--- src/rtl/nwr_tg_pkg.sv ---
// Shared types and helpers for the NWRITE traffic generator.
// Holds the FSM state encoding, payload pattern modes and the tkeep mask helper.
package nwr_tg_pkg;

    typedef enum logic [1:0] {
        ST_IDLE,
        ST_WAIT_RDY,
        ST_DATA,
        ST_GAP
    } state_e;

    typedef enum logic [1:0] {
        MODE_COUNTER,
        MODE_PRBS31,
        MODE_FIXED,
        MODE_COUNTER_ALT
    } mode_e;

    localparam int unsigned KEEP_MAX = 16;

    // Top r lanes of an nbytes-wide keep field; MSB lane carries the first byte.
    function automatic logic [KEEP_MAX-1:0] keep_mask(input int unsigned nbytes,
                                                      input int unsigned r);
        logic [KEEP_MAX-1:0] m;
        m = '0;
        for (int unsigned i = 0; i < KEEP_MAX; i++) begin
            if ((i < nbytes) && (i + r >= nbytes)) m[i] = 1'b1;
        end
        return m;
    endfunction

endpackage

--- src/rtl/nwr_tg_pattern.sv ---
// Payload pattern source: counter, PRBS31 or fixed seed, replicated per 32-bit lane.
// data_o shows the value for the next beat; advance_i steps both generators.
module nwr_tg_pattern
    import nwr_tg_pkg::*;
#(
    parameter int unsigned DATA_W = 64
) (
    input  logic              clk,
    input  logic              rst_n,
    input  logic              load_i,
    input  logic              advance_i,
    input  mode_e             mode_i,
    input  logic [31:0]       seed_i,
    output logic [DATA_W-1:0] data_o
);

    localparam int unsigned LANES = DATA_W / 32;

    logic [31:0] cnt_q, cnt_d;
    logic [31:0] seed_q, seed_d;
    logic [30:0] prbs_q, prbs_d;
    logic [31:0] lane;

    always_comb begin
        cnt_d  = cnt_q;
        seed_d = seed_q;
        prbs_d = prbs_q;
        if (load_i) begin
            cnt_d  = seed_i;
            seed_d = seed_i;
            // An all-zero LFSR state would lock up, so substitute 1.
            prbs_d = (seed_i[30:0] == '0) ? 31'd1 : seed_i[30:0];
        end else if (advance_i) begin
            cnt_d  = cnt_q + 32'd1;
            prbs_d = {prbs_q[29:0], prbs_q[30] ^ prbs_q[27]};
        end

        lane = cnt_q;
        case (mode_i)
            MODE_PRBS31: lane = {1'b0, prbs_q};
            MODE_FIXED:  lane = seed_q;
            default:     lane = cnt_q;
        endcase
    end

    assign data_o = {LANES{lane}};

    always_ff @(posedge clk or negedge rst_n) begin
        if (!rst_n) begin
            cnt_q  <= '0;
            seed_q <= '0;
            prbs_q <= 31'd1;
        end else begin
            cnt_q  <= cnt_d;
            seed_q <= seed_d;
            prbs_q <= prbs_d;
        end
    end

endmodule

--- src/rtl/nwr_traffic_gen.sv ---
// NWRITE burst traffic generator driving the SRIO user stream interface.
// Shadowed configuration, registered outputs, data held steady while the stream stalls.
module nwr_traffic_gen
    import nwr_tg_pkg::*;
#(
    parameter int unsigned DATA_W = 64,
    parameter int unsigned ADDR_W = 34,
    parameter int unsigned SIZE_W = 12,
    parameter int unsigned CNT_W  = 16
) (
    input  logic                log_clk,
    input  logic                log_rst_n,
    input  logic                start_i,
    input  logic                abort_i,
    input  logic [SIZE_W-1:0]   cfg_size_i,
    input  logic [ADDR_W-1:0]   cfg_addr_i,
    input  logic [CNT_W-1:0]    cfg_pkts_i,
    input  logic [CNT_W-1:0]    cfg_gap_i,
    input  logic [1:0]          cfg_mode_i,
    input  logic [31:0]         cfg_seed_i,
    input  logic                nwr_ready_in,
    input  logic                nwr_busy_in,
    input  logic                user_tready_in,
    output logic [ADDR_W-1:0]   user_addr_o,
    output logic [SIZE_W-1:0]   user_tsize_o,
    output logic [DATA_W-1:0]   user_tdata_o,
    output logic                user_tvalid_o,
    output logic [DATA_W/8-1:0] user_tkeep_o,
    output logic                user_tlast_o,
    output logic                busy_o,
    output logic                done_o,
    output logic [CNT_W-1:0]    pkt_cnt_o
);

    localparam int unsigned BYTES = DATA_W / 8;
    localparam int unsigned LOG2B = $clog2(BYTES);

    state_e              state_q, state_d;
    mode_e               mode_q, mode_d;
    logic [SIZE_W-1:0]   size_q, size_d, beat_q, beat_d, last_idx, next_beat;
    logic [ADDR_W-1:0]   addr_q, addr_d;
    logic [CNT_W-1:0]    pkts_q, pkts_d, gap_q, gap_d, gap_cnt_q, gap_cnt_d, pkt_cnt_q, pkt_cnt_d;
    logic [DATA_W-1:0]   tdata_q, tdata_d, pat_data;
    logic [BYTES-1:0]    tkeep_q, tkeep_d, last_keep;
    logic                tvalid_q, tvalid_d, tlast_q, tlast_d;
    logic                busy_q, busy_d, done_q, done_d;
    logic                pat_load, pat_adv, load_beat;
    int unsigned         last_r;

    assign last_idx  = size_q >> LOG2B;
    assign last_r    = 32'(size_q[LOG2B-1:0]) + 32'd1;
    assign last_keep = BYTES'(keep_mask(BYTES, last_r));

    nwr_tg_pattern #(
        .DATA_W (DATA_W)
    ) u_pattern (
        .clk       (log_clk),
        .rst_n     (log_rst_n),
        .load_i    (pat_load),
        .advance_i (pat_adv),
        .mode_i    (mode_q),
        .seed_i    (cfg_seed_i),
        .data_o    (pat_data)
    );

    always_comb begin
        state_d   = state_q;
        mode_d    = mode_q;
        size_d    = size_q;
        addr_d    = addr_q;
        pkts_d    = pkts_q;
        gap_d     = gap_q;
        gap_cnt_d = gap_cnt_q;
        pkt_cnt_d = pkt_cnt_q;
        beat_d    = beat_q;
        tdata_d   = tdata_q;
        tkeep_d   = tkeep_q;
        tvalid_d  = tvalid_q;
        tlast_d   = tlast_q;
        busy_d    = busy_q;
        done_d    = 1'b0;
        pat_load  = 1'b0;
        pat_adv   = 1'b0;
        load_beat = 1'b0;
        next_beat = '0;

        case (state_q)
            ST_IDLE: begin
                if (start_i) begin
                    size_d    = cfg_size_i;
                    addr_d    = cfg_addr_i;
                    pkts_d    = (cfg_pkts_i == '0) ? CNT_W'(1) : cfg_pkts_i;
                    gap_d     = cfg_gap_i;
                    mode_d    = mode_e'(cfg_mode_i);
                    pkt_cnt_d = '0;
                    busy_d    = 1'b1;
                    pat_load  = 1'b1;
                    state_d   = ST_WAIT_RDY;
                end
            end
            ST_WAIT_RDY: begin
                if (abort_i) begin
                    busy_d  = 1'b0;
                    done_d  = 1'b1;
                    state_d = ST_IDLE;
                end else if (nwr_ready_in && !nwr_busy_in) begin
                    load_beat = 1'b1;
                    state_d   = ST_DATA;
                end
            end
            ST_DATA: begin
                if (user_tready_in) begin
                    if (tlast_q) begin
                        tvalid_d  = 1'b0;
                        tlast_d   = 1'b0;
                        tkeep_d   = '0;
                        pkt_cnt_d = pkt_cnt_q + CNT_W'(1);
                        addr_d    = addr_q + ADDR_W'(size_q) + ADDR_W'(1);
                        gap_cnt_d = '0;
                        if ((pkt_cnt_d < pkts_q) && !abort_i) begin
                            state_d = (gap_q != '0) ? ST_GAP : ST_WAIT_RDY;
                        end else begin
                            busy_d  = 1'b0;
                            done_d  = 1'b1;
                            state_d = ST_IDLE;
                        end
                    end else begin
                        load_beat = 1'b1;
                        next_beat = beat_q + SIZE_W'(1);
                    end
                end
            end
            ST_GAP: begin
                if (abort_i) begin
                    busy_d  = 1'b0;
                    done_d  = 1'b1;
                    state_d = ST_IDLE;
                end else if (gap_cnt_q + CNT_W'(1) == gap_q) begin
                    gap_cnt_d = '0;
                    state_d   = ST_WAIT_RDY;
                end else begin
                    gap_cnt_d = gap_cnt_q + CNT_W'(1);
                end
            end
            default: state_d = ST_IDLE;
        endcase

        // The pattern steps as each beat is placed on the bus, so it tracks accepted beats.
        if (load_beat) begin
            tvalid_d = 1'b1;
            beat_d   = next_beat;
            tdata_d  = pat_data;
            tlast_d  = (next_beat == last_idx);
            tkeep_d  = tlast_d ? last_keep : '1;
            pat_adv  = 1'b1;
        end
    end

    always_ff @(posedge log_clk or negedge log_rst_n) begin
        if (!log_rst_n) begin
            state_q   <= ST_IDLE;
            mode_q    <= MODE_COUNTER;
            size_q    <= '0;
            addr_q    <= '0;
            pkts_q    <= '0;
            gap_q     <= '0;
            gap_cnt_q <= '0;
            pkt_cnt_q <= '0;
            beat_q    <= '0;
            tdata_q   <= '0;
            tkeep_q   <= '0;
            tvalid_q  <= 1'b0;
            tlast_q   <= 1'b0;
            busy_q    <= 1'b0;
            done_q    <= 1'b0;
        end else begin
            state_q   <= state_d;
            mode_q    <= mode_d;
            size_q    <= size_d;
            addr_q    <= addr_d;
            pkts_q    <= pkts_d;
            gap_q     <= gap_d;
            gap_cnt_q <= gap_cnt_d;
            pkt_cnt_q <= pkt_cnt_d;
            beat_q    <= beat_d;
            tdata_q   <= tdata_d;
            tkeep_q   <= tkeep_d;
            tvalid_q  <= tvalid_d;
            tlast_q   <= tlast_d;
            busy_q    <= busy_d;
            done_q    <= done_d;
        end
    end

    assign user_addr_o   = addr_q;
    assign user_tsize_o  = size_q;
    assign user_tdata_o  = tdata_q;
    assign user_tvalid_o = tvalid_q;
    assign user_tkeep_o  = tkeep_q;
    assign user_tlast_o  = tlast_q;
    assign busy_o        = busy_q;
    assign done_o        = done_q;
    assign pkt_cnt_o     = pkt_cnt_q;

endmodule

--- config.mk ---
export PLATFORM = sky130hd
export DESIGN_NAME = nwr_traffic_gen
export DESIGN_NICKNAME = d
export VERILOG_FILES = /design/src/rtl/nwr_tg_pkg.sv /design/src/rtl/nwr_tg_pattern.sv /design/src/rtl/nwr_traffic_gen.sv
export SDC_FILE = /design/constraint.sdc
export NUM_CORES = 1
export LEC_CHECK = 0
export BUFFER_PORTS_ARGS = -buffer_cell sky130_fd_sc_hd__clkbuf_2
export CAP_MARGIN = 20
export CELL_PAD_IN_SITES_DETAIL_PLACEMENT = 1
export CELL_PAD_IN_SITES_GLOBAL_PLACEMENT = 1
export CORE_ASPECT_RATIO = 1.75
export CORE_MARGIN = 2
export CORE_UTILIZATION = 40
export CTS_BUF_LIST = sky130_fd_sc_hd__clkbuf_4 sky130_fd_sc_hd__clkbuf_8
export CTS_CLUSTER_DIAMETER = 40
export DETAILED_ROUTE_END_ITERATION = 10
export PLACE_DENSITY_LB_ADDON = 0.2
export SLEW_MARGIN = 10
export SYNTH_ARGS = -nofsm -noshare
export SYNTH_HDL_FRONTEND = slang
export SYNTH_SLANG_ARGS = --single-unit
--- constraint.sdc ---
create_clock -name log_clk -period 3.5 [get_ports log_clk]
set_clock_uncertainty 0.2 [all_clocks]
set_input_delay 0.7 -clock log_clk [delete_from_list [all_inputs] [get_ports log_clk]]
set_output_delay 0.7 -clock log_clk [all_outputs]
set_load 0.05 [all_outputs]
After elaboration in Yosys (flattened, before gate mapping)
Index checks and enable logic that the tools add are counted.

Output and inout port bits: 138. Logic and storage cells: 151. Register bits after elaboration: 297. Input port bits: 119.

$add $sub $neg: 14. Eq/ne operators: 15. Bitwise logic cells: 1. Reductions and logical operators: 22. Mux-type cells: 72. Order comparisons: 9.

Operators by type and width (number): two-way mux 16 bit (8); two-way mux 34 bit (3); two-way mux 31 bit (3); one-hot mux 34 bit (2 select lines) (1); two-way mux 32 bit (2); one-hot mux 16 bit (2 select lines) (2); one-hot mux 32 bit (2 select lines) (1); two-way mux 8 bit (5); two-way mux 12 bit (3); >= comparator 5 x 4 -> 1 bit, second input constant (7); adder 34 x 1 -> 34 bit, second input constant (1); adder 34 x 12 -> 34 bit (1); adder 16 x 1 -> 16 bit, second input constant (2); adder 32 x 1 -> 32 bit, second input constant (1); zero test 31 bit (1); two-way mux 1 bit (31); adder 3 x 4 -> 5 bit, first input constant (4); two-way mux 2 bit (9); equality test 16 bit (1); zero test 16 bit (1); less-than comparator 16 bit (1); nonzero test 16 bit (1); adder 12 x 1 -> 12 bit, second input constant (1); equality test 12 x 9 -> 1 bit (1); other kinds (22) (42).

Logic depth before layout (Yosys ltp)
Depth in word-level cells: 8. Depth in mapped cells: 17.

Modules after synthesis
From an unflattened synthesis, not the netlist that was laid out.

Cells, all modules: 1761. Area total of the unflattened synthesis: 16105.4 um2.

Modules (own cells, without submodules): nwr_traffic_gen (sequential area each 5054.8 um2, times used 1, area each 10936.7 um2, cells an instance 1230); nwr_tg_pattern (sequential area each 2378.5 um2, times used 1, area each 5168.7 um2, cells an instance 531).

Least setup slack after synthesis
OpenSTA, ideal clock, no wires.

Path type: register to register. From: register pkt_cnt_q[0] (netlist: pkt_cnt_o[0]). To: register busy_q (netlist: busy_o). Clock period less this slack: 3819 ps. Stages on the path, launching flop included: 16. Library setup time: 125 ps. Arrival time: 3494 ps. Slack: -319 ps. Data required time: 3175 ps. Cell sequence: dfrtp_1 > ha_1 > nand3_1 > nor2_1 > and3_1 > and3_1 > clkbuf_1 > nand3_1 > xnor2_1 > ha_1 > o21a_1 > a211oi_1 > o211ai_1 > nor2_1 > nor2_1 > mux2_2.

Longest elaborated chain between the ends: 5.

Ends and longest elaborated chain: start: declaration (line nwr_traffic_gen.sv:42) `logic [CNT_W-1:0] pkts_q, pkts_d, gap_q, gap_d, gap_cnt_q, gap_cnt_d, pkt_cnt_q, pkt_cnt_d;`; start signal: assignment (line nwr_traffic_gen.sv:184) `pkt_cnt_q <= pkt_cnt_d;`; adder 16 x 1 -> 16 bit (line nwr_traffic_gen.sv:117) `pkt_cnt_d = pkt_cnt_q + CNT_W'(1);`; less-than comparator 16 bit (line nwr_traffic_gen.sv:120) `if ((pkt_cnt_d < pkts_q) && !abort_i) begin`; logical AND 1 bit (line nwr_traffic_gen.sv:120); != test 2 bit (no line); AND reduction 5 bit (no line); end signal: assignment (line nwr_traffic_gen.sv:190) `busy_q <= busy_d;`; end: declaration (line nwr_traffic_gen.sv:46) `logic busy_q, busy_d, done_q, done_d;`.

No other way between the ends. A chain may end at the register's enable or synchronous reset.

Final worst setup path
Ends and elaborated chain as after synthesis.

==> metrics.sh <==
RUN_STATUS='finished clean'
DETAIL_ROUTE.WL_PER_CELL_UM=20.3
TIMING.SETUP.CRITICAL_PATH_CLASS='reg -> reg'
SETUP_VIOL=0
COMB_POWER_SHARE_PCT=51.9
GRT_PASS1_WL_UM=74400
NETLIST_AREA_SQ_UM=14600
DRC=0
DIE_Y_UM=257
SYNTH-SEQ-CELLS=265
CORE_REGION_AREA_SQ_UM=36000
DESIGN_POWER_TOTAL_mW=19.2
HTREE_LEVELS=2
CLOCK-ROOT-BUFFER='sky130_fd_sc_hd__clkbuf_8'
WORST_CASE_VDD_IR_DROP_uV=1130
MOSTFREQUENTLAYOUTCELLS='260 x sky130_fd_sc_hd__dfrtp_1, 255 x sky130_fd_sc_hd__clkbuf_2, 191 x sky130_fd_sc_hd__nand2_1, 130 x sky130_fd_sc_hd__a21oi_1, 120 x sky130_fd_sc_hd__nor2_1'
TIMING_WORST_SLEW_PIN_VALUE_NS=0.835
STD_CELL_ROWS=92
FIN_HOLD_WS_NS=0.159
MIN_PERIOD_NS=3.35
GROUTE.USAGE.OVERALL_PCT=24.3
TIMING.MAX_CAP.VIOLATIONS=0
TIMING.CRITICAL_PATH.FROM_TYPE='flip-flop'
ROUTED_WL_UM=47000
GP_CONGESTION=0.880
REG2REG_FROM='pkt_cnt_o[0]'
TIMING.HOLD.WORST_PATH_DEPTH=2
AVGSYNTHCELLAREA_SQ_UM=9.26
COMMONEST_NON_FILL_NON_TAP_CELL_IN_THE_LAYOUT='sky130_fd_sc_hd__dfrtp_1'
CLOCK_SINK_COUNT=265
YS.FLOP_TYPE='sky130_fd_sc_hd__dfrtp_1'
CLOCK_INSERTION_DELAY_WORST_SKEW_NS=0.58
SYNTH.YOSYS.WARNINGS=0
NUMPORTBUFFERS=256
SYNTH-SEQ-AREA-SHARE_PCT=45.5
ROUTE.DETAILED.VIAS_PER_INST=5.62
CTS_BUFFER_DEPTH=3
POWER.SHARE.SWITCHING_PCT=48.8
LEAKAGE_POWER_nW=8.01
POST_SYNTH_INST_COUNT=1575
SYNTHDISTINCTLIBCELLS=74
CTS_TREE='built'
FINALCOREUTILIZATION_PCT=49.0
TIMING_HOLD_VIOLATIONS_FINAL=0
GLOBAL_ROUTE.OVERFLOW_TOTAL=0
FINAL_NET_COUNT=1973
WORST_HOLD_CHECK_PATH_TYPE='in -> reg'
MIN_PERIOD_OVER_PERIOD_PCT=95.6
REG2REG_SETUP_SLACK_NS=0.15
GRT_START_MAX_NET_PINS=74
FF2FF_PATH_DEPTH=14
SYNTH_ASYNC_SR_FLOP_SHARE_PCT=100
ROUTED-VIA-COUNT=13037
NUM_IO_PINS=257
TOTAL_SWITCHING_POWER_mW=9.37
ENDPOINT_KIND_OF_THE_WORST_SETUP_TIMING_PATH='flip-flop'
CRIT-REG2REG-CAPTURE='busy_o'
FP.DIEW_UM=148
AREA_GROWTH_PCT=21.1
SHARE_CLK_OF_TOTAL_POWER_PCT=18.2
MIN-DELAY-START='cfg_size_i[3]'
TIMING.SETUP.TNS_NS=0
FLOORPLAN.INITIALDENSITY_PCT=40.5
CP.ARRIVAL_NS=3.61
CRITPATHREQUIREDTIME_NS=3.76
ANTENNA_FOUND_INITIAL=1
CLK_PIN_SLEW_WORST_PATHS_NS=0.07
FMAX_MHz=299
HIGHEST_FANOUT_SEEN_ON_THE_CRITICAL_PATH=5
FIRST_GLOBAL_VIAS=14031
DP_HPWL_UM=34100
SLEW-LIMIT-HEADROOM_PCT=44.4
REPORT.FINAL.SLEW_VIOL_COUNT=0
POWER_DENSITY_nW_PER_UM2=1090
DRIVE_ABOVE_1_SHARE_PCT=28.0
DRT_PASS1_ITERATIONS=4
TRITONCTS.NUM_BUFFERS=46
DIE-AREA_SQ_UM=38100
SYNTH_ENABLE_FLOP_CELLS=0
SYNTH_FP_NETS=1734
SHARE_SEQ_OF_TOTAL_POWER_PCT=29.9
P_INT_mW=9.83
FINAL_ANTENNA_NET_COUNT=0
DETAIL_ROUTE.ITER0.VIOLATIONS=437
MIN_DELAY_WORST_ENDPOINT='user_tsize_o[3]'
==> cell type report <==
cell class,instances,area [sq um]
flip-flops and latches,265,6640
fillers,4247,18400
diodes,1,2.50
repair buffers,318,1860
multi-input cells,1146,7310
clock inverters,10,203
clock buffers,71,927
well taps,470,588
inverters,37,139
==> state kept, by name (all words and copies together), names as in the netlist <==
register          flops
user_addr_o          34
u_pattern.cnt_q      32
u_pattern.seed_q     32
user_tdata_o         32
u_pattern.prbs_q     31
gap_cnt_q            16
gap_q                16
pkt_cnt_o            16
pkts_q               16
beat_q               12
user_tsize_o         12
user_tkeep_o          8
mode_q                2
state_q               2
busy_o                1
done_o                1
user_tlast_o          1
user_tvalid_o         1
==> Yosys cell counts (5+ instances only) <==
master | n | share of area (%)
sky130_fd_sc_hd__nor3_1 | 19 | 0.65
sky130_fd_sc_hd__nand4_1 | 26 | 1.1
sky130_fd_sc_hd__nor2_1 | 124 | 3.2
sky130_fd_sc_hd__o21a_1 | 8 | 0.41
sky130_fd_sc_hd__and4_1 | 9 | 0.54
sky130_fd_sc_hd__nor3b_1 | 5 | 0.26
sky130_fd_sc_hd__clkbuf_1 | 76 | 2.0
sky130_fd_sc_hd__nand2_1 | 192 | 4.9
sky130_fd_sc_hd__a31oi_1 | 40 | 1.7
sky130_fd_sc_hd__nor2b_1 | 8 | 0.34
sky130_fd_sc_hd__xor2_1 | 51 | 3.1
sky130_fd_sc_hd__a211oi_1 | 9 | 0.46
sky130_fd_sc_hd__o22ai_1 | 22 | 0.94
sky130_fd_sc_hd__o31ai_1 | 6 | 0.31
sky130_fd_sc_hd__nand3_1 | 57 | 2.0
sky130_fd_sc_hd__a311oi_1 | 6 | 0.36
sky130_fd_sc_hd__buf_2 | 6 | 0.21
sky130_fd_sc_hd__nor4_1 | 15 | 0.64
sky130_fd_sc_hd__buf_4 | 32 | 1.6
sky130_fd_sc_hd__ha_1 | 39 | 3.3
sky130_fd_sc_hd__a21oi_1 | 131 | 4.5
sky130_fd_sc_hd__mux2_2 | 80 | 6.2
sky130_fd_sc_hd__a22oi_1 | 34 | 1.7
sky130_fd_sc_hd__o21ai_0 | 99 | 3.4
sky130_fd_sc_hd__mux2i_1 | 15 | 1.0
sky130_fd_sc_hd__buf_1 | 9 | 0.23
sky130_fd_sc_hd__a21o_1 | 9 | 0.46
sky130_fd_sc_hd__dfrtp_1 | 264 | 45
sky130_fd_sc_hd__nand2b_1 | 10 | 0.43
sky130_fd_sc_hd__xnor2_1 | 34 | 2.0
sky130_fd_sc_hd__inv_1 | 36 | 0.93
sky130_fd_sc_hd__a22o_1 | 12 | 0.72
sky130_fd_sc_hd__or3_1 | 5 | 0.21
sky130_fd_sc_hd__and3_1 | 28 | 1.2
==> critical path, stage by stage, from the launching register on <==
cell	delay, ns
sky130_fd_sc_hd__dfrtp_2	0.42
sky130_fd_sc_hd__ha_4	0.18
sky130_fd_sc_hd__nand3_4	0.11
sky130_fd_sc_hd__nor2_4	0.13
sky130_fd_sc_hd__and3_4	0.20
sky130_fd_sc_hd__and3_4	0.22
sky130_fd_sc_hd__nand3_2	0.10
sky130_fd_sc_hd__xnor2_2	0.18
sky130_fd_sc_hd__ha_1	0.33
sky130_fd_sc_hd__o21a_1	0.21
sky130_fd_sc_hd__a211oi_2	0.21
sky130_fd_sc_hd__o211ai_1	0.16
sky130_fd_sc_hd__nor2_2	0.23
sky130_fd_sc_hd__nor2_1	0.07
sky130_fd_sc_hd__mux2_2	0.26
==> power groups by stage <==
| stage | combinational (mW) | clock, mW | sequential, mW |
|---|---|---|---|
| after floorplan | 5.79 | 0 | 7.18 |
| after global placement | 9.72 | 0 | 5.72 |
| after detailed placement | 9.97 | 0 | 5.79 |
| after CTS | 10.0 | 3.60 | 5.75 |
| after global routing | 10.8 | 3.71 | 5.93 |
| final | 9.97 | 3.49 | 5.75 |
==> per-layer routing <==
layer / global-route usage, % / vias up / part of all wire [%]
li1: - / 6094 / -
met1: 26.2 / 6529 / 37
met3: 3.04 / 103 / 3.5
met5: 0 / - / 0
met2: 46.9 / 311 / 55
met4: 10.2 / 0 / 4.1
==> timing repair <==
action / CTS / global route
endpoints found under the hold margin: 66 / 0
cloned: 0 / 0
endpoints found under the setup margin: 2 / 4
buffers inserted: 2 / 8
pin swaps: 3 / 6
hold buffers: 1 / 0
gates resized for setup: 6 / 14
==> logic make-up after synthesis <==
| logic type | Yosys count | share of synthesized area [%] |
|---|---|---|
| buffers and inverters | 164 | 5.24 |
| DFF | 265 | 45.5 |
| xor gates and xnor gates | 85 | 5.10 |
| adders and majority gates | 40 | 3.48 |
| and+or+nand+nor | 519 | 16.7 |
| AOI/OAI and AO/OA | 407 | 16.8 |
| muxes | 95 | 7.20 |
==> stage by stage <==
step	area [sq um]	setup slack, ns	cells
2_1_floorplan	14600	0.00417	1575
5_1_grt	17700	-0.0140	2318
3_3_place_gp	16400	-0.0358	2225
3_5_place_dp	16400	-0.135	2225
6_report	17700	0.154	2318
4_1_cts	17500	0.0391	2309
==> how the worst max path moves through the flow <==
stage | end | cells after the start | slack [ns] | from
after floorplan | busy_o | 15 | 0.004 | pkt_cnt_o[0]
after global placement | busy_o | 14 | -0.04 | pkt_cnt_o[0]
after detailed placement | busy_o | 14 | -0.14 | pkt_cnt_o[0]
after CTS | state_q[1] | 16 | 0.04 | pkt_cnt_o[0]
after global routing | state_q[1] | 16 | -0.01 | pkt_cnt_o[0]
final | busy_o | 14 | 0.15 | pkt_cnt_o[0]
Note: power is estimated with default switching activity, not from simulation.
